--- src/rtl/cnn_pkg.sv ---
// Shared CNN constants and the image-loader state type.
package cnn_pkg;

  localparam int N_PIX      = 784;
  localparam int PIX_ADDR_W = 10;
  localparam int BYTE_W     = 8;

  typedef enum logic [1:0] {
    IDLE  = 2'd0,
    SHIFT = 2'd1,
    DONE  = 2'd2
  } loader_state_t;

endpackage

--- src/rtl/byte_fifo.sv ---
// Small synchronous FIFO with wrap-bit pointers; the head entry is read combinationally.
module byte_fifo #(
  parameter int DEPTH = 32,
  parameter int WIDTH = 8
) (
  input  logic             clk,
  input  logic             rst_n,
  input  logic             clr,
  input  logic             push,
  input  logic             pop,
  input  logic [WIDTH-1:0] din,
  output logic [WIDTH-1:0] dout,
  output logic             full,
  output logic             empty
);

  localparam int AW = $clog2(DEPTH);

  logic [WIDTH-1:0] mem [DEPTH];
  logic [AW:0]      wr_ptr;
  logic [AW:0]      rd_ptr;
  logic             pop_ok;
  logic             push_ok;

  assign empty   = (wr_ptr == rd_ptr);
  assign full    = (wr_ptr[AW] != rd_ptr[AW]) && (wr_ptr[AW-1:0] == rd_ptr[AW-1:0]);
  assign pop_ok  = pop && !empty;
  // A push into a full FIFO is still taken when the head leaves on the same edge.
  assign push_ok = push && (!full || pop_ok);
  assign dout    = mem[rd_ptr[AW-1:0]];

  always_ff @(posedge clk or negedge rst_n) begin
    if (!rst_n) begin
      wr_ptr <= '0;
      rd_ptr <= '0;
    end else if (clr) begin
      wr_ptr <= '0;
      rd_ptr <= '0;
    end else begin
      if (push_ok) wr_ptr <= wr_ptr + (AW+1)'(1);
      if (pop_ok)  rd_ptr <= rd_ptr + (AW+1)'(1);
    end
  end

  always_ff @(posedge clk) begin
    if (push_ok && !clr) mem[wr_ptr[AW-1:0]] <= din;
  end

endmodule

--- src/rtl/img_loader.sv ---
// Unpacks received bytes LSB-first into one-word pixels for the CNN input RAM.
// Optional mid-frame idle timeout enabled with IMG_LOADER_TIMEOUT_EN.
module img_loader #(
  parameter int N_PIX      = cnn_pkg::N_PIX,
  parameter int FIFO_DEPTH = 32,
  parameter int TIMEOUT    = 1024
) (
  input  logic                          clk,
  input  logic                          rst_n,
  input  logic [cnn_pkg::BYTE_W-1:0]    rx_data,
  input  logic                          rx_rdy,
  input  logic                          core_busy,
  output logic                          wr_en,
  output logic [cnn_pkg::PIX_ADDR_W-1:0] wr_addr,
  output logic [1:0]                    wr_data,
  output logic                          img_rdy,
  output logic                          ovf,
  output logic                          frame_err
);
  import cnn_pkg::*;

  // state | meaning
  // IDLE  | waiting for a byte and core_busy=0
  // SHIFT | writing one pixel per cycle from the shift register
  // DONE  | frame complete, img_rdy pulse

  loader_state_t          state;
  logic [BYTE_W-1:0]      sh;
  logic [2:0]             bit_cnt;
  logic [PIX_ADDR_W-1:0]  pix_cnt;
  logic [BYTE_W-1:0]      fifo_dout;
  logic                   fifo_full;
  logic                   fifo_empty;
  logic                   fifo_pop;
  logic                   last_pix;
  logic                   timeout_hit;

  byte_fifo #(.DEPTH(FIFO_DEPTH), .WIDTH(BYTE_W)) u_fifo (
    .clk   (clk),
    .rst_n (rst_n),
    .clr   (timeout_hit),
    .push  (rx_rdy),
    .pop   (fifo_pop),
    .din   (rx_data),
    .dout  (fifo_dout),
    .full  (fifo_full),
    .empty (fifo_empty)
  );

  assign last_pix = (pix_cnt == PIX_ADDR_W'(N_PIX - 1));

  always_comb begin
    fifo_pop = 1'b0;
    if (!timeout_hit && !fifo_empty) begin
      if (state == IDLE)
        fifo_pop = !core_busy;
      else if (state == SHIFT && bit_cnt == 3'd7)
        fifo_pop = !last_pix;
    end
  end

  always_ff @(posedge clk or negedge rst_n) begin
    if (!rst_n) begin
      state   <= IDLE;
      sh      <= '0;
      bit_cnt <= '0;
      pix_cnt <= '0;
    end else if (timeout_hit) begin
      state   <= IDLE;
      bit_cnt <= '0;
      pix_cnt <= '0;
    end else begin
      case (state)
        IDLE: begin
          if (fifo_pop) begin
            sh      <= fifo_dout;
            bit_cnt <= '0;
            state   <= SHIFT;
          end
        end
        SHIFT: begin
          sh      <= sh >> 1;
          bit_cnt <= bit_cnt + 3'd1;
          pix_cnt <= pix_cnt + PIX_ADDR_W'(1);
          if (bit_cnt == 3'd7) begin
            // bit_cnt wraps to 0 on its own, so a back-to-back reload needs no bubble
            if (last_pix)
              state <= DONE;
            else if (fifo_pop)
              sh <= fifo_dout;
            else
              state <= IDLE;
          end
        end
        DONE: begin
          pix_cnt <= '0;
          state   <= IDLE;
        end
        default: state <= IDLE;
      endcase
    end
  end

  always_ff @(posedge clk or negedge rst_n) begin
    if (!rst_n)
      ovf <= 1'b0;
    else if (rx_rdy && fifo_full && !fifo_pop)
      ovf <= 1'b1;
  end

  assign wr_en   = (state == SHIFT);
  assign wr_addr = pix_cnt;
  assign wr_data = wr_en ? {2{sh[0]}} : 2'b00;
  assign img_rdy = (state == DONE);

`ifdef IMG_LOADER_TIMEOUT_EN
  localparam int TO_W = $clog2(TIMEOUT + 1);

  logic [TO_W-1:0] idle_cnt;
  logic            frame_active;
  logic            frame_err_q;

  assign frame_active = (pix_cnt != '0) || !fifo_empty;
  assign timeout_hit  = frame_active && !rx_rdy && (idle_cnt == '0);

  always_ff @(posedge clk or negedge rst_n) begin
    if (!rst_n) begin
      idle_cnt    <= TO_W'(TIMEOUT - 1);
      frame_err_q <= 1'b0;
    end else begin
      if (rx_rdy || !frame_active || timeout_hit)
        idle_cnt <= TO_W'(TIMEOUT - 1);
      else
        idle_cnt <= idle_cnt - TO_W'(1);
      if (timeout_hit)
        frame_err_q <= 1'b1;
    end
  end

  assign frame_err = frame_err_q;
`else
  assign timeout_hit = 1'b0;
  assign frame_err   = 1'b0;
`endif

endmodule

--- config.mk ---
export PLATFORM = sky130hd
export DESIGN_NAME = img_loader
export DESIGN_NICKNAME = d
export VERILOG_FILES = /design/src/rtl/cnn_pkg.sv /design/src/rtl/byte_fifo.sv /design/src/rtl/img_loader.sv
export SDC_FILE = /design/constraint.sdc
export NUM_CORES = 1
export LEC_CHECK = 0
export ABC_AREA = 1
export CAP_MARGIN = 0
export CORE_MARGIN = 2
export CORE_UTILIZATION = 62
export CTS_CLUSTER_DIAMETER = 200
export DETAILED_ROUTE_END_ITERATION = 16
export PLACE_DENSITY = 0.8
export SETUP_SLACK_MARGIN = 0.02
export SLEW_MARGIN = 20
export SYNTH_ARGS = -nofsm -noshare
export SYNTH_HDL_FRONTEND = slang
export SYNTH_SLANG_ARGS = --single-unit
--- constraint.sdc ---
create_clock -name clk -period 3.1 [get_ports clk]
set_input_delay 0.465 -clock clk [delete_from_list [all_inputs] [get_ports clk]]
set_output_delay 0.465 -clock clk [all_outputs]
set_load 0.01 [all_outputs]
==> out/qor.yml <==
synth:
  async_flop_share: 0.123
  synth-seq-cells: 292
  synth.distinct_cells: 32
  synth_edf_count: 256
  syn_area_per_cell_sq_um: 11.1
  ys_seq_area_frac: 0.691
  synthesis.nets: 1144
  synth_common_cells: "256 x edfxtp_1, 249 x nor2_1, 191 x nand2_1, 119 x o21ai_0, 71 x nand3_1"
  synth.most_common_cell: "edfxtp_1"
  synth_area_sq_um: 12400
  synth_cells: 1121
  synth-main-ff-cell: "edfxtp_1"
  yosysTopAreaCellShare: 0.619
  yosysWarnings: 0
  netlist_top_cells_area: "edfxtp_1 62%, nor2_1 7.5%, dfrtp_1 7.3%"
  synth_top_area_cell: "edfxtp_1"
finish:
  num_antenna_cells: 0
  area_delta_synth_final_pct: 11.1
  fillers: 1395
  drive_above_1_share: 0.0721
  nets: 1164
route:
  drtPass1Iterations: 5
  drt_first_iter_violations: 1003
  via_per_inst: 5.90
  wl_met1_microns: 11100
  post_drt_wl_per_cell_microns: 20.0
  dr_wl_met3_microns: 2530
  top_layer: "met4"
  final_antenna_net_count: 0
  wl_microns: 28700
  dr_wl_met2_microns: 13900
  drc_errors: 0
  vias: 8444
critical_path:
  critPathLaunch: "state[0]$_DFFE_PN0P_"
  arrival_ns: 2.88
  worstSetupStartpointType: "register"
  endpoint_kind: "register"
  critPathKind: "reg2reg"
  critPathCapture: "u_fifo.mem[13][0]$_DFFE_PP_"
  reg2reg_from: "state[0]$_DFFE_PN0P_"
  reg2reg_to: "u_fifo.mem[13][0]$_DFFE_PP_"
  cp_data_required_time_ns: 3.28
  cp_max_fo: 8
  rrSetupSlack_ns: 0.40
  reg2reg_depth: 11
cts:
  post-cts-setup-buffer-count: 0
  clockBufferDepth: 3
  cts_root_buf: "clkbuf_16"
  cts.sinks: 292
  clock_latency_ns: 0.56
  htree_levels: 1
  numCtsBuffers: 30
  cts-hold-fix-buffers: 0
  cts_tree: "done"
  cts-resized-gates: 0
  clk_pin_slew_ns: 0.06
floorplan:
  rows: 51
  die_h_microns: 146
  initial_core_util: 0.634
  die_w_microns: 146
  fp.coreArea_sq_um: 19600
  io_pins: 28
  die_area_sq_um: 21200
global_route:
  grt_use_total: 0.271
  grt_pass1_vias: 8346
  grt_max_degree: 74
  grt_antenna_before_repair: 0
  grt_pass1_wl_microns: 44600
  grt_overflow_total: 0
sta:
  slew_viol_final: 0
  rsz0062_at_grt: "no"
  hold-worst-slack_ns: 0.000593
  finalSetupTns_ns: 0
  setup_violations: 0
  slew_headroom: 0.310
  worstMarginPinSlew_ns: 1.03
  min_period_ns: 2.70
  fmax_mhz: 370
  min_period_over_period: 0.872
  hold_violations: 0
  setup_ws_ns: 0.397
  clock_skew_ns: 0.0122
power_and_ir_drop:
  p_seq_frac: 0.388
  internal_power_mw: 8.06
  p_sw_mw: 4.83
  comb_power_share: 0.342
  max-vdd-ir-drop_v: 0.000519
  power.density_nw_per_um2: 935
  p_sw_frac: 0.375
  pwr-share-clk: 0.270
  power.leakage_nw: 5.05
hold_path:
  worst_hold_path_type: "in2async"
run:
  cap_violations: 0
placement:
  hpwl_microns: 17200
  place.gp.congestion: 0.905
  io_buffer_count: 26
  post-place-ws_ns: 0.368
run_status:
  status: "finished, final reports clean"
## layer usage
layer  vias up  GRT usage
li1       3901          -
met1      4025      0.364
met2       427      0.450
met3        91     0.0442
met4         0      0.106
met5         -          0
## sequential cells by signal, summed over array words and instances, names as in the netlist
signal,count
u_fifo.mem,256
wr_addr,10
sh,8
u_fifo.rd_ptr,6
u_fifo.wr_ptr,6
bit_cnt,3
state,2
ovf,1
## per-stage QoR
step,std cells,instance area [sq um],power [mW],utilization
after floorplan,1121,12400,8.13,-
after CTS,1430,13800,12.8,0.704
after global placement,1374,12800,9.26,0.655
after global routing,1430,13800,13.6,0.704
final,1430,13800,12.9,0.704
after detailed placement,1374,12800,9.36,0.655
## power by group through the flow
stage / clock network [mW] / registers, mW / logic [mW]
after global routing: 3.69 / 5.05 / 4.84
after global placement: 0 / 5.06 / 4.20
after CTS: 3.51 / 5.00 / 4.33
after floorplan: 0 / 4.96 / 3.16
final: 3.48 / 5.01 / 4.41
after detailed placement: 0 / 5.07 / 4.29
## placed cells by master, fill, tap and decap left out, types with 8 or more instances in the layout
cell and count:
clkdlybuf4s50_1 25, xor2_1 8, inv_1 35, o21ai_0 119
clkbuf_16 30, a21oi_1 21, dfrtp_1 34, ha_1 11
edfxtp_1 256, nor2_1 249, o21ai_1 18, buf_4 17
o211ai_1 17, nand2_1 191, nand3_1 71
## worst min-delay path by stage
stage | from | to | slack (ns) | depth (start not counted)
floorplan | rst_n | bit_cnt[0]$_DFFE_PN0P_ | 0.17 | 0
global placement | sh[3]$_DFFE_PN0P_ | sh[3]$_DFFE_PN0P_ | 0.45 | 2
CTS | rst_n | sh[0]$_DFFE_PN0P_ | 0.03 | 1
global route | rst_n | sh[0]$_DFFE_PN0P_ | 0.05 | 1
finish | rst_n | sh[0]$_DFFE_PN0P_ | 0.0006 | 1
detailed placement | sh[6]$_DFFE_PN0P_ | sh[6]$_DFFE_PN0P_ | 0.46 | 2
## cell families (layout without fill, tap and decap cells)
group / count (synthesis) / count (layout) / synth area share
and+or+nand+nor: 530 / 530 / 0.174
AOI/OAI and AO/OA: 180 / 180 / 0.0775
xor gates and xnor gates: 8 / 8 / 0.00564
DFF: 292 / 292 / 0.691
other: 1 / 1 / 0.000302
adders and majority gates: 11 / 11 / 0.0111
buffers and inverters: 99 / 143 / 0.0399
## critical path, cell delays in order, from the launching register on
cell	delay (ns)
dfrtp_1	0.37
inv_1	0.07
ha_1	0.21
inv_1	0.14
nand2_1	0.13
nor2_1	0.11
nand2_1	0.09
nand4_1	0.14
nand2_2	0.11
inv_2	0.19
nand2_4	0.17
nor2_1	0.60
## final cells by class
class                      count  area, sq um  area share
inverter                      43          163      0.0118
timing repair buffer          44          403      0.0292
clock inverter                20          194      0.0141
clock buffer                  36          773      0.0560
sequential                   292         8590       0.623
multi-input combinational    730         3340       0.242
tap                          265          332      0.0240
No activity file was read; power rests on OpenSTA's default activity.
